## config.mk

```make
export PLATFORM = sky130hd
export DESIGN_NAME = sound_sequencer
export DESIGN_NICKNAME = d
export VERILOG_FILES = /design/src/rtl/sound_sequencer.sv
export SDC_FILE = /design/constraint.sdc
export NUM_CORES = 1
export LEC_CHECK = 0
export ABC_AREA = 1
export ABC_CLOCK_PERIOD_IN_PS = 4350
export BUFFER_PORTS_ARGS = -buffer_cell sky130_fd_sc_hd__buf_2
export CAP_MARGIN = 5
export CORE_MARGIN = 2
export CORE_UTILIZATION = 40
export DETAILED_ROUTE_END_ITERATION = 8
export SLEW_MARGIN = 40
export SYNTH_ARGS = -nofsm -noshare
export SYNTH_HDL_FRONTEND = slang
export SYNTH_SLANG_ARGS = --single-unit
```

## constraint.sdc

```tcl
create_clock -name clk -period 4.35 [get_ports clk]
set_input_delay 0.6525 -clock clk [delete_from_list [all_inputs] [get_ports clk]]
set_output_delay 0.6525 -clock clk [all_outputs]
set_load 0.03 [all_outputs]
```

## src/rtl/sound_sequencer.sv

```systemverilog
// Event-driven melody sequencer: plays short fixed tunes for eat/start/die
// events with per-note on/gap timing and DIE > START > EAT pre-emption.
//
// Ports:
//   clk, rst            - clock, synchronous active-high reset
//   ev_eat/start/die    - single-cycle event pulses
//   mute                - level, gates note_on only
//   note_freq[11:0]     - current note frequency in Hz (0 when silent)
//   note_on             - high while a note sounds (registered)
//   busy                - high while a melody is in progress
//   done                - one-cycle pulse on natural melody completion
module sound_sequencer #(
    parameter int NOTE_TICKS = 12500000,
    parameter int GAP_TICKS  = 2500000
) (
    input  logic        clk,
    input  logic        rst,
    input  logic        ev_eat,
    input  logic        ev_start,
    input  logic        ev_die,
    input  logic        mute,
    output logic [11:0] note_freq,
    output logic        note_on,
    output logic        busy,
    output logic        done
);

    typedef enum logic [1:0] {
        IDLE = 2'd0,
        NOTE = 2'd1,
        GAP  = 2'd2
    } state_t;

    // Melody ids double as priority levels.
    localparam logic [1:0] M_NONE  = 2'd0;
    localparam logic [1:0] M_EAT   = 2'd1;
    localparam logic [1:0] M_START = 2'd2;
    localparam logic [1:0] M_DIE   = 2'd3;

    localparam logic [31:0] NOTE_LAST = 32'(NOTE_TICKS - 1);
    localparam logic [31:0] GAP_LAST  = 32'(GAP_TICKS - 1);

    function automatic logic [11:0] freq_of(logic [1:0] m, logic [1:0] i);
        case ({m, i})
            {M_EAT,   2'd0}: freq_of = 12'd880;
            {M_EAT,   2'd1}: freq_of = 12'd1320;
            {M_START, 2'd0}: freq_of = 12'd523;
            {M_START, 2'd1}: freq_of = 12'd659;
            {M_START, 2'd2}: freq_of = 12'd784;
            {M_DIE,   2'd0}: freq_of = 12'd784;
            {M_DIE,   2'd1}: freq_of = 12'd659;
            {M_DIE,   2'd2}: freq_of = 12'd523;
            {M_DIE,   2'd3}: freq_of = 12'd392;
            default:         freq_of = 12'd0;
        endcase
    endfunction

    function automatic logic [1:0] last_idx(logic [1:0] m);
        case (m)
            M_EAT:   last_idx = 2'd1;
            M_START: last_idx = 2'd2;
            M_DIE:   last_idx = 2'd3;
            default: last_idx = 2'd0;
        endcase
    endfunction

    state_t      state, state_n;
    logic [31:0] tick, tick_n;
    logic [1:0]  idx, idx_n;
    logic [1:0]  mel, mel_n;
    // Set when a pre-empting event forced a gap: the gap end must start
    // note 0 of the new melody rather than advance the index.
    logic        hold, hold_n;
    logic        done_n;
    logic [1:0]  ev_pri;
    logic        accept;
    logic [11:0] freq_n;
    logic        on_n;

    always_comb begin
        ev_pri = ev_die   ? M_DIE   :
                 ev_start ? M_START :
                 ev_eat   ? M_EAT   : M_NONE;
        accept = (ev_pri != M_NONE) &&
                 ((state == IDLE) || (ev_pri >= mel));
    end

    always_comb begin
        state_n = state;
        tick_n  = tick;
        idx_n   = idx;
        mel_n   = mel;
        hold_n  = hold;
        done_n  = 1'b0;
        if (accept) begin
            mel_n  = ev_pri;
            idx_n  = 2'd0;
            tick_n = 32'd0;
            if (state == NOTE) begin
                state_n = GAP;
                hold_n  = 1'b1;
            end else begin
                state_n = NOTE;
                hold_n  = 1'b0;
            end
        end else begin
            case (state)
                NOTE: begin
                    if (tick == NOTE_LAST) begin
                        state_n = GAP;
                        tick_n  = 32'd0;
                    end else begin
                        tick_n = tick + 32'd1;
                    end
                end
                GAP: begin
                    if (tick == GAP_LAST) begin
                        tick_n = 32'd0;
                        if (hold) begin
                            state_n = NOTE;
                            hold_n  = 1'b0;
                        end else if (idx == last_idx(mel)) begin
                            state_n = IDLE;
                            idx_n   = 2'd0;
                            mel_n   = M_NONE;
                            done_n  = 1'b1;
                        end else begin
                            state_n = NOTE;
                            idx_n   = idx + 2'd1;
                        end
                    end else begin
                        tick_n = tick + 32'd1;
                    end
                end
                default: begin
                    state_n = IDLE;
                end
            endcase
        end
        freq_n = (state_n == NOTE) ? freq_of(mel_n, idx_n) : 12'd0;
        on_n   = (state_n == NOTE) && !mute;
    end

    always_ff @(posedge clk) begin
        if (rst) begin
            state     <= IDLE;
            tick      <= 32'd0;
            idx       <= 2'd0;
            mel       <= M_NONE;
            hold      <= 1'b0;
            note_freq <= 12'd0;
            note_on   <= 1'b0;
            busy      <= 1'b0;
            done      <= 1'b0;
        end else begin
            state     <= state_n;
            tick      <= tick_n;
            idx       <= idx_n;
            mel       <= mel_n;
            hold      <= hold_n;
            note_freq <= freq_n;
            note_on   <= on_n;
            busy      <= (state_n != IDLE);
            done      <= done_n;
        end
    end

endmodule

```

# Yosys cells after proc, flatten, opt, wreduce, memory -nomap -nowiden
# Memories as Yosys holds them, arrays and structs flattened. A register that Yosys moved wholly into a read port is not among the register bits.
# Cells that the tools add are included.
dict set report word_totals {
  memories 1
  regBits 54
  romBits 160
  output_inout_bits 15
}
dict set report op_classes {
  n_bitwise 3
  n_lt_le_gt_ge 1
  add_sub_neg 2
  eq_ne 9
  mux 33
  reduce_logical 14
}
# name words width read_ports rd_ports_with_merged_regs write_ports line
set memory_table {}
lappend memory_table {{(no name shown)} 16 10 1 1 0 44} ;# case ({m, i})
# operator n
set ops {}
lappend ops {{2-to-1 mux 32 bit} 2}
lappend ops {{one-hot mux 32 bit (2 select lines)} 1}
lappend ops {{2-to-1 mux 2 bit} 20}
lappend ops {{adder 32 x 1 -> 32 bit (second input constant)} 1}
lappend ops {{equality test 32 x 22 -> 1 bit (second input constant)} 1}
lappend ops {{equality test 32 x 24 -> 1 bit (second input constant)} 1}
lappend ops {{nonzero test 2 bit} 5}
lappend ops {{2-to-1 mux 1 bit} 8}
lappend ops {{equality test 2 x 1 -> 1 bit (second input constant)} 3}
lappend ops {{equality test 2 bit (second input constant)} 3}
lappend ops {{one-hot mux 2 bit (3 select lines)} 1}
lappend ops {{OR reduction 5 bit} 1}
lappend ops {{one-hot mux 2 bit (2 select lines)} 1}
lappend ops {{OR reduction 2 bit} 2}
lappend ops {{NOT 1 bit} 3}
lappend ops {{adder 2 x 1 -> 2 bit (second input constant)} 1}
lappend ops {{equality test 2 bit} 1}
lappend ops {{greater-or-equal comparator 2 bit} 1}
lappend ops {{logical AND 1 bit} 2}
lappend ops {{zero test 2 bit} 1}
lappend ops {{AND reduction 2 bit} 1}
lappend ops {{zero test 1 bit} 1}
lappend ops {{logical OR 1 bit} 1}

# Logic depth before layout (Yosys ltp)
# Gate-level depths: netlist of run 1.
dict set report depth {
  depth_word 16
  depth_mapped 19
}

# Least setup slack after synthesis of run 1
# No wires, ideal clock.
dict set report synth_timing {
  path_type {input to register}
  from {input port ev_eat}
  to {register note_freq[4]}
  setup_time_ns 0.070
  slack_ns 1.705
  arrival_time_ns 2.575
  path_stages 19
  path_buffers 0
  t_required_ns 4.280
  path_cell_list {inv_1 -> nor2_1 -> nor2_1 -> ha_1 -> inv_1 -> a21boi_1 -> nor3_1 -> a21oi_1 -> inv_1 -> nand2_1 -> nor2_1 -> nand2_1 -> inv_1 -> ha_1 -> inv_1 -> nand3_1 -> nand2_1 -> nand2_1 -> a21oi_1}
}
dict set report synth_via {
  elab_cells_between_ends 13
}
# item line
set synth_lines {}
lappend synth_lines {{start: declaration} 18} ;# input logic ev_eat,
lappend synth_lines {{2-to-1 mux 1 bit *} 83} ;# ev_eat ? M_EAT : M_NONE;
lappend synth_lines {{2-to-1 mux 2 bit *} 82} ;# ev_start ? M_START :
lappend synth_lines {{2-to-1 mux 2 bit *} 81} ;# ev_pri = ev_die ? M_DIE :
lappend synth_lines {{greater-or-equal comparator 2 bit} 85} ;# ((state == IDLE) || (ev_pri >= mel));
lappend synth_lines {{logical OR 1 bit} 85}
lappend synth_lines {{logical AND 1 bit *} 84} ;# accept = (ev_pri != M_NONE) &&
lappend synth_lines {{2-to-1 mux 2 bit *} 95} ;# if (accept) begin
lappend synth_lines {{via idx_n[0]} 69} ;# logic [1:0] idx, idx_n;
lappend synth_lines {{end: declaration} 22} ;# output logic [11:0] note_freq,
# Mark *: on every way through the listed nets, which the timed path passes. The rest lies on a longest branch.
# A chain may end at the register's enable or synchronous reset.

# Worst setup path in the final report of run 1
dict set report layout_timing {
  from {input port ev_start}
  to {register note_freq[4]}
}
dict set report layout_via {
  elab_cells_between_ends 12
}
# item line
set layout_lines {}
lappend layout_lines {{start: declaration} 19} ;# input logic ev_start,
lappend layout_lines {{2-to-1 mux 2 bit *} 82}
lappend layout_lines {{2-to-1 mux 2 bit *} 81}
lappend layout_lines {{greater-or-equal comparator 2 bit} 85}
lappend layout_lines {{logical OR 1 bit} 85}
lappend layout_lines {{logical AND 1 bit *} 84}
lappend layout_lines {{2-to-1 mux 2 bit *} 95}
lappend layout_lines {{via idx_n[0]} 69}
# Marked as above.

==> results of run 1 <==
## registers in the layout, indices dropped and copies added (netlist names)
name / cells
busy: 1
done: 1
hold: 1
idx: 2
mel: 2
note_freq: 9
note_on: 1
state: 2
tick: 32
## per-stage QoR
step	utilization	instance area, sq um	hold slack [ps]	total power [uW]	instances
CTS	0.441	3370	473	966	582
floorplan	-	3110	459	594	465
global route	0.441	3370	466	997	582
detailed placement	0.426	3260	479	624	574
global placement	0.426	3260	476	623	574
finish	0.441	3370	486	949	582
## per-layer routing
layer | up-vias | routed length [um] | track usage
met1 | 1274 | 3300 | 0.224
met5 | - | 0 | 0
met4 | 0 | 172 | 0.0697
met2 | 57 | 3500 | 0.311
li1 | 1479 | - | -
met3 | 15 | 294 | 0.0386
## cell type report
| cell class | count | area, sq um | area share |
|---|---|---|---|
| Tap cell | 102 | 128 | 0.0378 |
| Timing Repair Buffer | 18 | 90.1 | 0.0267 |
| Sequential cell | 51 | 1020 | 0.303 |
| Inverter | 65 | 244 | 0.0724 |
| Clock inverter | 3 | 43.8 | 0.0130 |
| Multi-Input combinational cell | 338 | 1780 | 0.527 |
| Clock buffer | 5 | 68.8 | 0.0204 |
## worst min path at each step
stage               cells past startpoint       end  slack [ps]     start
global route                            2   note_on         470      mute
CTS                                     2   note_on         470      mute
finish                                  2   note_on         490      mute
floorplan                               2  tick[31]         460  tick[31]
global placement                        2   tick[1]         480   tick[1]
detailed placement                      2   tick[1]         480   tick[1]
## report_power, final
part	switching, uW	leakage (uW)	internal (uW)
Sequential	5.99	0.000413	480
Combinational	92.4	0.000935	33.9
Clock	166	0.0000581	172
Total	264	0.00141	685
## layout by cell type, fill, tap and decap left out, types with 4 or more instances in the layout
| cell | instances |
|---|---|
| nor3_1 | 8 |
| nor2_1 | 84 |
| xor2_1 | 19 |
| nor2_4 | 6 |
| a21oi_1 | 17 |
| nand2_1 | 98 |
| nand2_2 | 9 |
| inv_1 | 53 |
| buf_2 | 18 |
| nor2_2 | 5 |
| dfxtp_1 | 51 |
| inv_2 | 12 |
| o21ai_0 | 4 |
| nand3b_1 | 4 |
| nand3_1 | 38 |
| ha_1 | 10 |
| nand4_1 | 13 |
| clkbuf_8 | 5 |
## cells by family after synthesis
| kind of cell | after synthesis |
|---|---|
| other cells | 1 |
| xor+xnor | 19 |
| simple gates | 279 |
| flops | 51 |
| compound gates | 28 |
| buf+inv | 76 |
| fa+ha+maj | 10 |
==> results.json, run 1 <==
{
  "clock_latency_ps": 310,
  "worstSetupEndpointType": "flip-flop",
  "fin_skew_ps": 12.0,
  "reg2regPathDepth": 16,
  "critPathMaxStageDelay_ps": 340,
  "drc": 0,
  "crit_type": "input pin to flip-flop",
  "drv_slew": 0,
  "initial_utilization": 0.407,
  "cts_hold_buffers": 0,
  "synth-main-ff-cell": "dfxtp_1",
  "synth-seq-cells": 51,
  "insertedDiodeCount": 0,
  "clock_tree.root_cell": "clkbuf_8",
  "cp_data_required_time_ps": 4590,
  "rsz0062_at_grt": "false",
  "synth_simple_gate_area_frac": 0.420,
  "muxShareOfSynthArea": 0,
  "synthAdderAreaFrac": 0.0402,
  "slowest_stage": "a21oi_1",
  "min_period_ps": 2770,
  "cts_buffers": 5,
  "fin_tns_setup_ps": 0,
  "cts_max_level": 2,
  "dr.first_iter.drc_count": 122,
  "synthDominantCellAreaShare": 0.328,
  "antenna_found_initial": 0,
  "grt_pass1_vias": 2759,
  "synth.most_common_cell": "nand2_1",
  "crit_family": "simple AND/OR/NAND/NOR gates",
  "fin_ws_ps": 1580,
  "timing.rr.end": "note_freq[4]",
  "synth-compound-area-share": 0.0551,
  "crit_cells": 18,
  "die-height_um": 92.2,
  "synth_xor_area_frac": 0.0535,
  "portBuffers": 18,
  "max_freq_mhz": 361,
  "crit_chain": "buf_2, nor2_1, inv_1, ha_1, a21boi_1, nor3_1, a21oi_1, inv_1, nand2_1, nor2_1, nand2_1, inv_1, ha_1, inv_1, nand3_1, nand2_1, nand2_1, a21oi_1",
  "worst-path-buf-inv": 5,
  "cts-resized-gates": 0,
  "place_hpwl_mm": 5.68,
  "syn-cell-area_sq_um": 3110,
  "vias_per_cell": 4.85,
  "synth_seq_area_share": 0.328,
  "finalCritPeriodShare": 0.637,
  "setup.worst_path.start_class": "input pin",
  "max-slew-margin-rel": 0.563,
  "r2r_start": "mel[1]",
  "rrSetupSlack_ps": 1810,
  "grt_max_degree": 19,
  "async_reset_ff_frac": 0,
  "fill_cells": 838,
  "die_w_um": 92.2,
  "synth_top_family_by_area": "simple AND/OR/NAND/NOR gates",
  "synth-edff-count": 0,
  "overflow": 0,
  "crit_fanout": 6,
  "synth.distinct_cells": 36,
  "synth.avg_cell_area_sq_um": 6.70,
  "firstDrtPassIters": 4,
  "ir_drop_mv": 0.124,
  "die_area_sq_um": 8490,
  "grt_util_all_layers": 0.182,
  "grt_pass1_wl_mm": 12.4,
  "power_leakage_uw": 0.00141,
  "routed_wl_mm": 7.27,
  "dp_slack_ps": 1300,
  "maxCapViolCount": 0,
  "cts_sinks": 51,
  "coreArea_sq_um": 7650,
  "path_clk_slew_ps": 100,
  "powerDensity_nw_per_um2": 282,
  "synth_area_leaders": "dfxtp_1 33%, nand2_1 12%, nor2_1 10%",
  "min_path_type": "input pin to flip-flop",
  "finalSetupViolCount": 0,
  "postCtsSetupBuffers": 0,
  "synthCells": 464,
  "synth_common_cells": "98 x nand2_1, 84 x nor2_1, 53 x inv_1",
  "wl_per_cell_um": 12.5,
  "ios": 21,
  "worst_pin_slew_ps": 649,
  "antenna_left": 0,
  "worstPathArrival_ps": 3020,
  "endpoint": "note_freq[4]",
  "status": "finished, final reports clean",
  "via_count": 2825,
  "startpoint": "ev_start",
  "cts_tree": "built",
  "yosys.area.top_type": "dfxtp_1",
  "rows": 32,
  "clk_path_buf_depth": 2,
  "drive_gt1_frac": 0.144,
  "hold_viol": 0,
  "yosysWarnings": 0,
  "fin_nets": 495,
  "area_delta_synth_final_pct": 8.45,
  "place_congestion": 0.898
}
Note: power is estimated with default switching activity, not from simulation.
==> run 2: changes to the inputs <==
- ABC_CLOCK_PERIOD_IN_PS: 4350 -> 2600
- clock period: 4.35 -> 2.6 ns (I/O delays scaled with it)
==> results.json, run 2 (synthesized netlist as in run 1, its figures left out) <==
{
  "regMostFlops": "tick",
  "dp_slack_ps": -36.9,
  "ir_drop_mv": 0.304,
  "power_leakage_uw": 0.00141,
  "worstPathArrival_ps": 2660,
  "final_common_cell": "nand2_1",
  "crit_type": "flip-flop to flip-flop",
  "clk_path_buf_depth": 2,
  "area_delta_synth_final_pct": 9.13,
  "cts_hold_buffers": 0,
  "worst_pin_slew_ps": 660,
  "maxCapViolCount": 0,
  "die_w_um": 92.2,
  "crit_fanout": 4,
  "clock_tree.root_cell": "clkbuf_8",
  "coreArea_sq_um": 7650,
  "clock_latency_ps": 320,
  "placed_cell_area_sq_um": 3280,
  "cp_data_required_time_ps": 2860,
  "firstDrtPassIters": 4,
  "powerDensity_nw_per_um2": 453,
  "worst-path-buf-inv": 4,
  "top_regs": "tick (32), note_freq (9)",
  "ios": 21,
  "worstSetupEndpointType": "flip-flop",
  "overflow": 0,
  "antenna_left": 0,
  "cts_tree": "built",
  "die_area_sq_um": 8490,
  "grt_max_degree": 19,
  "slowest_stage": "dfxtp_2",
  "drive_gt1_frac": 0.161,
  "antenna_found_initial": 0,
  "initial_utilization": 0.407,
  "cts_max_level": 2,
  "fin_ws_ps": 199,
  "final_cells": 586,
  "drc": 0,
  "grt_pass1_wl_mm": 12.6,
  "crit_family": "simple AND/OR/NAND/NOR gates",
  "vias_per_cell": 4.85,
  "fin_tns_setup_ps": 0,
  "setup.worst_path.start_class": "flip-flop",
  "status": "finished, final reports clean",
  "hold_viol": 0,
  "drv_slew": 0,
  "finalSetupViolCount": 0,
  "crit_chain": "ha_1, nand2_2, nor2_4, inv_2, nor2_2, nand2_1, nor2_2, nand3_2, inv_2, nor2_2, nand2_2, inv_1, ha_1, inv_1, nand3_1, nand2_1, nand2_1, a21oi_1",
  "grt_pass1_vias": 2737,
  "cts_sinks": 51,
  "critPathMaxStageDelay_ps": 370,
  "grt_util_all_layers": 0.183,
  "fin_skew_ps": 14.5,
  "place_hpwl_mm": 5.58,
  "max-slew-margin-rel": 0.555,
  "fill_cells": 822,
  "dr.first_iter.drc_count": 150,
  "die-height_um": 92.2,
  "finalInstanceArea_sq_um": 3390,
  "dpl.cell_count": 577,
  "wl_per_cell_um": 12.3,
  "cts_buffers": 5,
  "portBuffers": 18,
  "max_freq_mhz": 417,
  "min_path_type": "input pin to flip-flop",
  "rows": 32,
  "largest_reg_flops": 32,
  "via_count": 2845,
  "fin_nets": 499,
  "place_congestion": 0.907,
  "path_clk_slew_ps": 110,
  "final_cell_mix": "97 x nand2_1, 83 x nor2_1, 52 x inv_1",
  "min_period_ps": 2400,
  "finalCritPeriodShare": 0.923,
  "routed_wl_mm": 7.19,
  "insertedDiodeCount": 0
}
[run 2: cell types whose count changed in the layout (fill, tap and decap cells not counted), sizes merged]
cell      change
clkinvlp      +1
inv           +1
clkinv        -1
buf           +4
bufinv        -1
[run 2: cell type report]
class | count | area (sq um) | share of cell area
timing repair buffer | 22 | 120 | 0.0354
tap | 102 | 128 | 0.0376
inverter | 65 | 244 | 0.0719
sequential | 51 | 1020 | 0.302
multi-input combinational | 338 | 1780 | 0.525
clock buffer | 5 | 68.8 | 0.0203
clock inverter | 3 | 27.5 | 0.00811
[run 2: what timing repair did]
action / in CTS / in global routing
buffers inserted: 0 / 1
resized for setup: 0 / 5
endpoints found under the setup margin: 0 / 3
[run 2: worst paths after layout]
check	end	startpoint	slack [ps]	cells past startpoint
worst max register to register	note_freq[4]	tick[0]	200	18
worst max-delay path	note_freq[4]	tick[0]	200	18
worst min-delay path	note_on	mute	210	2
worst min register to register	tick[1]	tick[1]	490	2
[run 2: per-stage QoR]
step	utilization	hold slack (ps)	power [uW]
final	0.444	211	1540
after detailed placement	0.429	479	1050
after CTS	0.442	204	1550
after global placement	0.429	473	1050
after global routing	0.444	187	1620
after floorplan	-	459	993
[run 2: routing by layer]
layer  track usage  part of all wire  up-vias
met2         0.312              0.48       44
met1         0.241              0.48     1311
met3        0.0271             0.029        7
met4        0.0498             0.014        0
met5             0                 0        -
li1              -                 -     1483
[run 2: power by group]
group	internal (uW)	total (uW)	switching (uW)
combinational	64.6	221	156
sequential	803	814	10.8
clock	198	503	304
